### config.mk
export PLATFORM = sky130hd
export DESIGN_NAME = cte_color_transform
export DESIGN_NICKNAME = d
export VERILOG_FILES = /design/src/rtl/cte_color_transform.sv
export SDC_FILE = /design/constraint.sdc
export NUM_CORES = 2
export LEC_CHECK = 0
export ABC_CLOCK_PERIOD_IN_PS = 34900
export CAP_MARGIN = 20
export CORE_MARGIN = 1.5
export CORE_UTILIZATION = 60
export CTS_CLUSTER_DIAMETER = 30
export DETAILED_ROUTE_END_ITERATION = 8
export PLACE_DENSITY = 0.77
export SLEW_MARGIN = 0
export SYNTH_ARGS = -nofsm -noshare
export SYNTH_HDL_FRONTEND = slang
export SYNTH_SLANG_ARGS = --single-unit
### constraint.sdc
create_clock -name clk -period 34.9 [get_ports clk]
set_input_delay 6.98 -clock clk [delete_from_list [all_inputs] [get_ports clk]]
set_output_delay 6.98 -clock clk [all_outputs]
set_load 0.02 [all_outputs]
### src/rtl/cte_color_transform.sv
// Packed 4:2:2 YUV byte stream <-> 24-bit RGB pixel converter.
// Mode 0 decodes U,Y0,V,Y1 into two RGB pixels; mode 1 encodes pixel pairs into the byte stream.
//
// phase | meaning (mode 0)              | meaning (mode 1)
// 0     | expecting U                   | expecting even pixel
// 1     | expecting Y0                  | expecting odd pixel
// 2     | expecting V, emit pixel 2k    | -
// 3     | expecting Y1, emit pixel 2k+1 | -
module cte_color_transform (
   input  logic        clk,
   input  logic        reset,
   input  logic        op_mode,
   input  logic        in_en,
   input  logic [7:0]  yuv_in,
   input  logic [23:0] rgb_in,
   output logic        busy,
   output logic        out_valid,
   output logic [23:0] rgb_out,
   output logic [7:0]  yuv_out
);

   // Round-to-nearest (ties away from zero) of n/1000; n/1000 via exact reciprocal multiply for |n| < 2^20.
   function automatic logic signed [10:0] rdiv1000(input logic signed [20:0] n);
      logic [19:0] a;
      logic [10:0] q;
      a = 20'(n[20] ? -n : n) + 20'd500;
      q = 11'(({21'd0, a} * 41'd1073742) >> 30);
      return n[20] ? -$signed(q) : $signed(q);
   endfunction

   function automatic logic [7:0] clip_u8(input logic signed [10:0] v);
      if (v < 11'sd0)        return 8'h00;
      else if (v > 11'sd255) return 8'hFF;
      else                   return v[7:0];
   endfunction

   function automatic logic [7:0] clip_s8(input logic signed [10:0] v);
      if (v < -11'sd128)     return 8'h80;
      else if (v > 11'sd127) return 8'h7F;
      else                   return v[7:0];
   endfunction

   logic [1:0]  phase_q, phase_d;
   logic        mode_q, mode_d;
   logic        pend_q, pend_d;
   logic [7:0]  u_q, u_d;
   logic [7:0]  v_q, v_d;
   logic [7:0]  y0_q, y0_d;
   logic        out_valid_q, out_valid_d;
   logic [23:0] rgb_out_q, rgb_out_d;
   logic [7:0]  yuv_out_q, yuv_out_d;

   logic [1:0]         ph;
   logic [7:0]         y_sel, v_sel;
   logic signed [20:0] ys, us, vs, rs, gs, bs;
   logic signed [20:0] r_n, g_n, b_n, ey_n, eu_n, ev_n;
   logic [23:0]        rgb_px;
   logic [7:0]         enc_y, enc_u, enc_v;

   always_comb begin
      // Any mode change restarts the group at phase 0.
      ph    = (op_mode != mode_q) ? 2'd0 : phase_q;
      y_sel = (ph == 2'd2) ? y0_q : yuv_in;
      v_sel = (ph == 2'd2) ? yuv_in : v_q;
      ys    = {13'd0, y_sel};
      us    = {{13{u_q[7]}}, u_q};
      vs    = {{13{v_sel[7]}}, v_sel};
      r_n   = 21'sd1000 * ys + 21'sd1402 * vs;
      g_n   = 21'sd1000 * ys - 21'sd344 * us - 21'sd714 * vs;
      b_n   = 21'sd1000 * ys + 21'sd1772 * us;
      rgb_px = {clip_u8(rdiv1000(r_n)), clip_u8(rdiv1000(g_n)), clip_u8(rdiv1000(b_n))};

      rs    = {13'd0, rgb_in[23:16]};
      gs    = {13'd0, rgb_in[15:8]};
      bs    = {13'd0, rgb_in[7:0]};
      ey_n  = 21'sd299 * rs + 21'sd587 * gs + 21'sd114 * bs;
      eu_n  = 21'sd500 * bs - 21'sd169 * rs - 21'sd331 * gs;
      ev_n  = 21'sd500 * rs - 21'sd419 * gs - 21'sd81 * bs;
      enc_y = clip_u8(rdiv1000(ey_n));
      enc_u = clip_s8(rdiv1000(eu_n));
      enc_v = clip_s8(rdiv1000(ev_n));
   end

   always_comb begin
      phase_d     = ph;
      mode_d      = op_mode;
      pend_d      = 1'b0;
      u_d         = u_q;
      v_d         = v_q;
      y0_d        = y0_q;
      out_valid_d = 1'b0;
      rgb_out_d   = rgb_out_q;
      yuv_out_d   = yuv_out_q;
      if (!op_mode) begin
         if (in_en) begin
            phase_d = ph + 2'd1;
            case (ph)
               2'd0: u_d  = yuv_in;
               2'd1: y0_d = yuv_in;
               2'd2: begin
                  v_d         = yuv_in;
                  rgb_out_d   = rgb_px;
                  out_valid_d = 1'b1;
               end
               default: begin
                  rgb_out_d   = rgb_px;
                  out_valid_d = 1'b1;
               end
            endcase
         end
      end else if (pend_q) begin
         yuv_out_d   = y0_q;
         out_valid_d = 1'b1;
      end else if (in_en) begin
         // y0_q holds the pending luma byte; v_q holds V of the even pixel until the odd one arrives.
         out_valid_d = 1'b1;
         pend_d      = 1'b1;
         y0_d        = enc_y;
         phase_d     = {1'b0, ~ph[0]};
         if (!ph[0]) begin
            yuv_out_d = enc_u;
            v_d       = enc_v;
         end else begin
            yuv_out_d = v_q;
         end
      end
   end

   always_ff @(posedge clk or negedge reset) begin
      if (!reset) begin
         phase_q     <= 2'd0;
         mode_q      <= 1'b0;
         pend_q      <= 1'b0;
         u_q         <= 8'd0;
         v_q         <= 8'd0;
         y0_q        <= 8'd0;
         out_valid_q <= 1'b0;
         rgb_out_q   <= 24'd0;
         yuv_out_q   <= 8'd0;
      end else begin
         phase_q     <= phase_d;
         mode_q      <= mode_d;
         pend_q      <= pend_d;
         u_q         <= u_d;
         v_q         <= v_d;
         y0_q        <= y0_d;
         out_valid_q <= out_valid_d;
         rgb_out_q   <= rgb_out_d;
         yuv_out_q   <= yuv_out_d;
      end
   end

   assign busy      = pend_q & op_mode;
   assign out_valid = out_valid_q;
   assign rgb_out   = rgb_out_q;
   assign yuv_out   = yuv_out_q;

endmodule

==> metrics.md <==
| Metric | Value |
|---|---|
| Status | `complete, no violations` |
| Gpl congestion | `0.980` |
| Register cell area after layout | `0.00153 mm2` |
| Share of layout cells above drive strength 1 | `2.43%` |
| Kind of start point of the critical path | `input pin` |
| WL/cell | `17.9 um` |
| DRC errors left | `0` |
| Htree depth | `3` |
| Mapped Avg Cell Area | `8.85 um2` |
| Worst slew pin tran | `1.12 ns` |
| Yosys cell types | `113` |
| Seq/Total Area, Yosys | `2.49%` |
| Pins Over Slew Limit | `0` |
| Crit. End Element | `flop` |
| Skew final | `0.0186 ns` |
| FILL cells | `8692` |
| HP Start | `rgb_out[7]` |
| Mapped Area | `0.0614 mm2` |
| Die width | `323 um` |
| Vias per cell | `5.77` |
| CTS hold repair buffers | `0` |
| Final setup vio count | `0` |
| Core ar. | `0.102 mm2` |
| Initial antenna violation count | `12` |
| Asr flop ratio synth | `100%` |
| CP required | `35.16 ns` |
| Fmax | `0.0394 GHz` |
| First-pass GRT wire length | `247 mm` |
| DRT Pass-1 Iters | `8` |
| GRT Total Usage | `29.4%` |
| Period minus WS final | `25.40 ns` |
| Largest net degree at the start of global routing | `62` |
| Synth Instances | `6935` |
| Yosys warning count | `0` |
| Die height | `323 um` |
| Post-synth EDFFs | `0` |
| Port Buffer Count | `69` |
| FF+latch count, synth | `61` |
| Starting Density | `60.4%` |
| CP peak stage delay | `0.86 ns` |
| CTS tree | `built` |
| Initial drt markers | `2625` |
| Die ar. | `0.104 mm2` |
| Top_reg_cell synth | `dfrtp_1` |
| Area of the multi-input gates | `0.0537 mm2` |
| Slew headroom | `25.1%` |
| Largest buffer count on any clock path | `2` |
| HP Class | `flop to flop` |
| Critical Path Start | `op_mode` |
| Cell Rows | `117` |
| Root Buffer | `clkbuf_16` |
| Grt total ovfl | `0` |
| CP arrival | `25.67 ns` |
| PostCTS Resize Cnt | `0` |
| Kind of critical path | `input pin to flop` |
| FF-to-FF Start | `mode_q` |
| Detailed placement HPWL | `131 mm` |
| Num ports | `70` |
| CP Max Fanout | `27` |
| Clk pin slew, worst setup/hold paths | `0.07 ns` |
| NumNets Final | `9403` |
| Crit-path slowest cell | `xnor2_1` |
| Setup tns final | `0 ns` |
| Area Growth Syn to Fin | `4.62%` |
| Fin crit share | `72.8%` |
| Total routed wirelength | `150 mm` |
| Maxcap violations | `0` |
| Post-route ant nets | `0` |
| Post-CTS Setup Inserts | `0` |
| RSZ-0062 raised after global routing | `false` |
| Cts bufs inserted | `9` |
| Clock insertion delay at the later pin of the skew report | `0.39 ns` |
| Vias in the first global route | `49700` |
| Via Count | `48300` |
| Fin. Hold Viols | `0` |
| CP most frequent cell | `fa_1` |
| Num Clock Sinks | `61` |
==> flip-flops by register name, summed over array words and instances, names as in the netlist <==
signal / flops
rgb_out: 24
u_q: 8
v_q: 8
y0_q: 8
yuv_out: 8
phase_q: 2
mode_q: 1
out_valid: 1
pend_q: 1
==> synthesized netlist by cell type, types with 58 or more instances <==
| cell type | instances | area [um2] |
|---|---|---|
| clkbuf_1 | 66 | 248 |
| o21a_1 | 78 | 586 |
| dfrtp_1 | 61 | 1530 |
| nor3_1 | 99 | 495 |
| inv_1 | 1571 | 5900 |
| nand3_1 | 89 | 445 |
| a21o_1 | 123 | 923 |
| a211oi_1 | 58 | 435 |
| xor2_1 | 143 | 1250 |
| o21ai_0 | 213 | 1070 |
| fa_1 | 755 | 15100 |
| nor2_1 | 323 | 1210 |
| a21oi_1 | 318 | 1590 |
| ha_1 | 1609 | 20100 |
| nand2_1 | 250 | 938 |
| xnor2_1 | 287 | 2510 |
==> critical path, delay by kind of cell <==
| family | cells | cell delay [ns] |
|---|---|---|
| AND/OR/NAND/NOR | 9 | 2.17 |
| buffers and inverters | 9 | 1.75 |
| adder cells (fa/ha/maj) | 16 | 6.89 |
| multiplexers | 2 | 0.69 |
| XOR/XNOR | 3 | 1.78 |
| AO/OA/AOI/OAI | 21 | 5.35 |
==> layout by cell type, fill, tap and decap left out, types with 27 or more instances in the layout <==
| cell type | n |
|---|---|
| o21a_1 | 78 |
| o211ai_1 | 35 |
| clkdlybuf4s50_1 | 68 |
| nand3_1 | 89 |
| ha_1 | 1609 |
| nor2b_1 | 45 |
| buf_4 | 49 |
| nor2_1 | 323 |
| and3_1 | 41 |
| a21oi_1 | 318 |
| xnor2_1 | 287 |
| a21o_1 | 123 |
| inv_1 | 1571 |
| a211oi_1 | 58 |
| nand2_1 | 250 |
| nand2b_1 | 42 |
| and2_1 | 28 |
| nand4_1 | 38 |
| dfrtp_1 | 61 |
| or3_1 | 30 |
| fa_1 | 755 |
| o21bai_1 | 54 |
| or2_2 | 27 |
| o21ai_0 | 213 |
| a31oi_1 | 46 |
| xor2_1 | 143 |
| nor3_1 | 99 |
==> layout make-up <==
| class | instances | area share [%] |
|---|---|---|
| clock buffer | 9 | 0.351 |
| clock inverter | 7 | 0.0897 |
| multi-input combinational | 5241 | 83.7 |
| tap | 1368 | 2.67 |
| inverter | 1572 | 9.19 |
| sequential | 61 | 2.38 |
| timing repair buffer | 118 | 1.64 |
| antenna | 4 | 0.0156 |
==> stage by stage <==
step / hold slack, ns / utilization, % / setup slack, ns / instances / area, um2
after CTS: 0.494 / 63.2 / 9.79 / 8375 / 64200
after detailed placement: 0.479 / 62.9 / 9.40 / 8359 / 63900
after global placement: 0.477 / 62.9 / 9.96 / 8357 / 63900
final: 0.493 / 63.2 / 9.50 / 8380 / 64200
after floorplan: 0.471 / - / 12.08 / 6954 / 61400
after global routing: 0.517 / 63.2 / 8.32 / 8376 / 64200
==> worst paths after layout <==
path,endpoint,slack [ns],depth (start not counted)
max,rgb_out[9],9.50,60
min,rgb_out[7],0.49,2
min reg2reg,rgb_out[7],0.49,2
max reg2reg,rgb_out[9],16.46,58
max in group asynchronous,y0_q[4],27.48,1
min in group asynchronous,rgb_out[10],6.74,1
==> logic make-up after synthesis <==
logic type,share of synthesized area (%)
xor+xnor,6.27
flops,2.49
mux,0.852
simple gates,9.37
other cells,0.0122
compound gates,13.4
fa+ha+maj,57.4
buf+inv,10.1
==> layer usage <==
layer / global-route usage (%) / share of wire, %
met5: 0 / 0.053
met4: 8.60 / 3.1
met3: 4.17 / 5.7
met2: 50.2 / 47
met1: 38.5 / 44
Power is left out: the tool's default activity adds up to more than one toggle a clock period on the data nets, which glitch-free logic cannot reach.
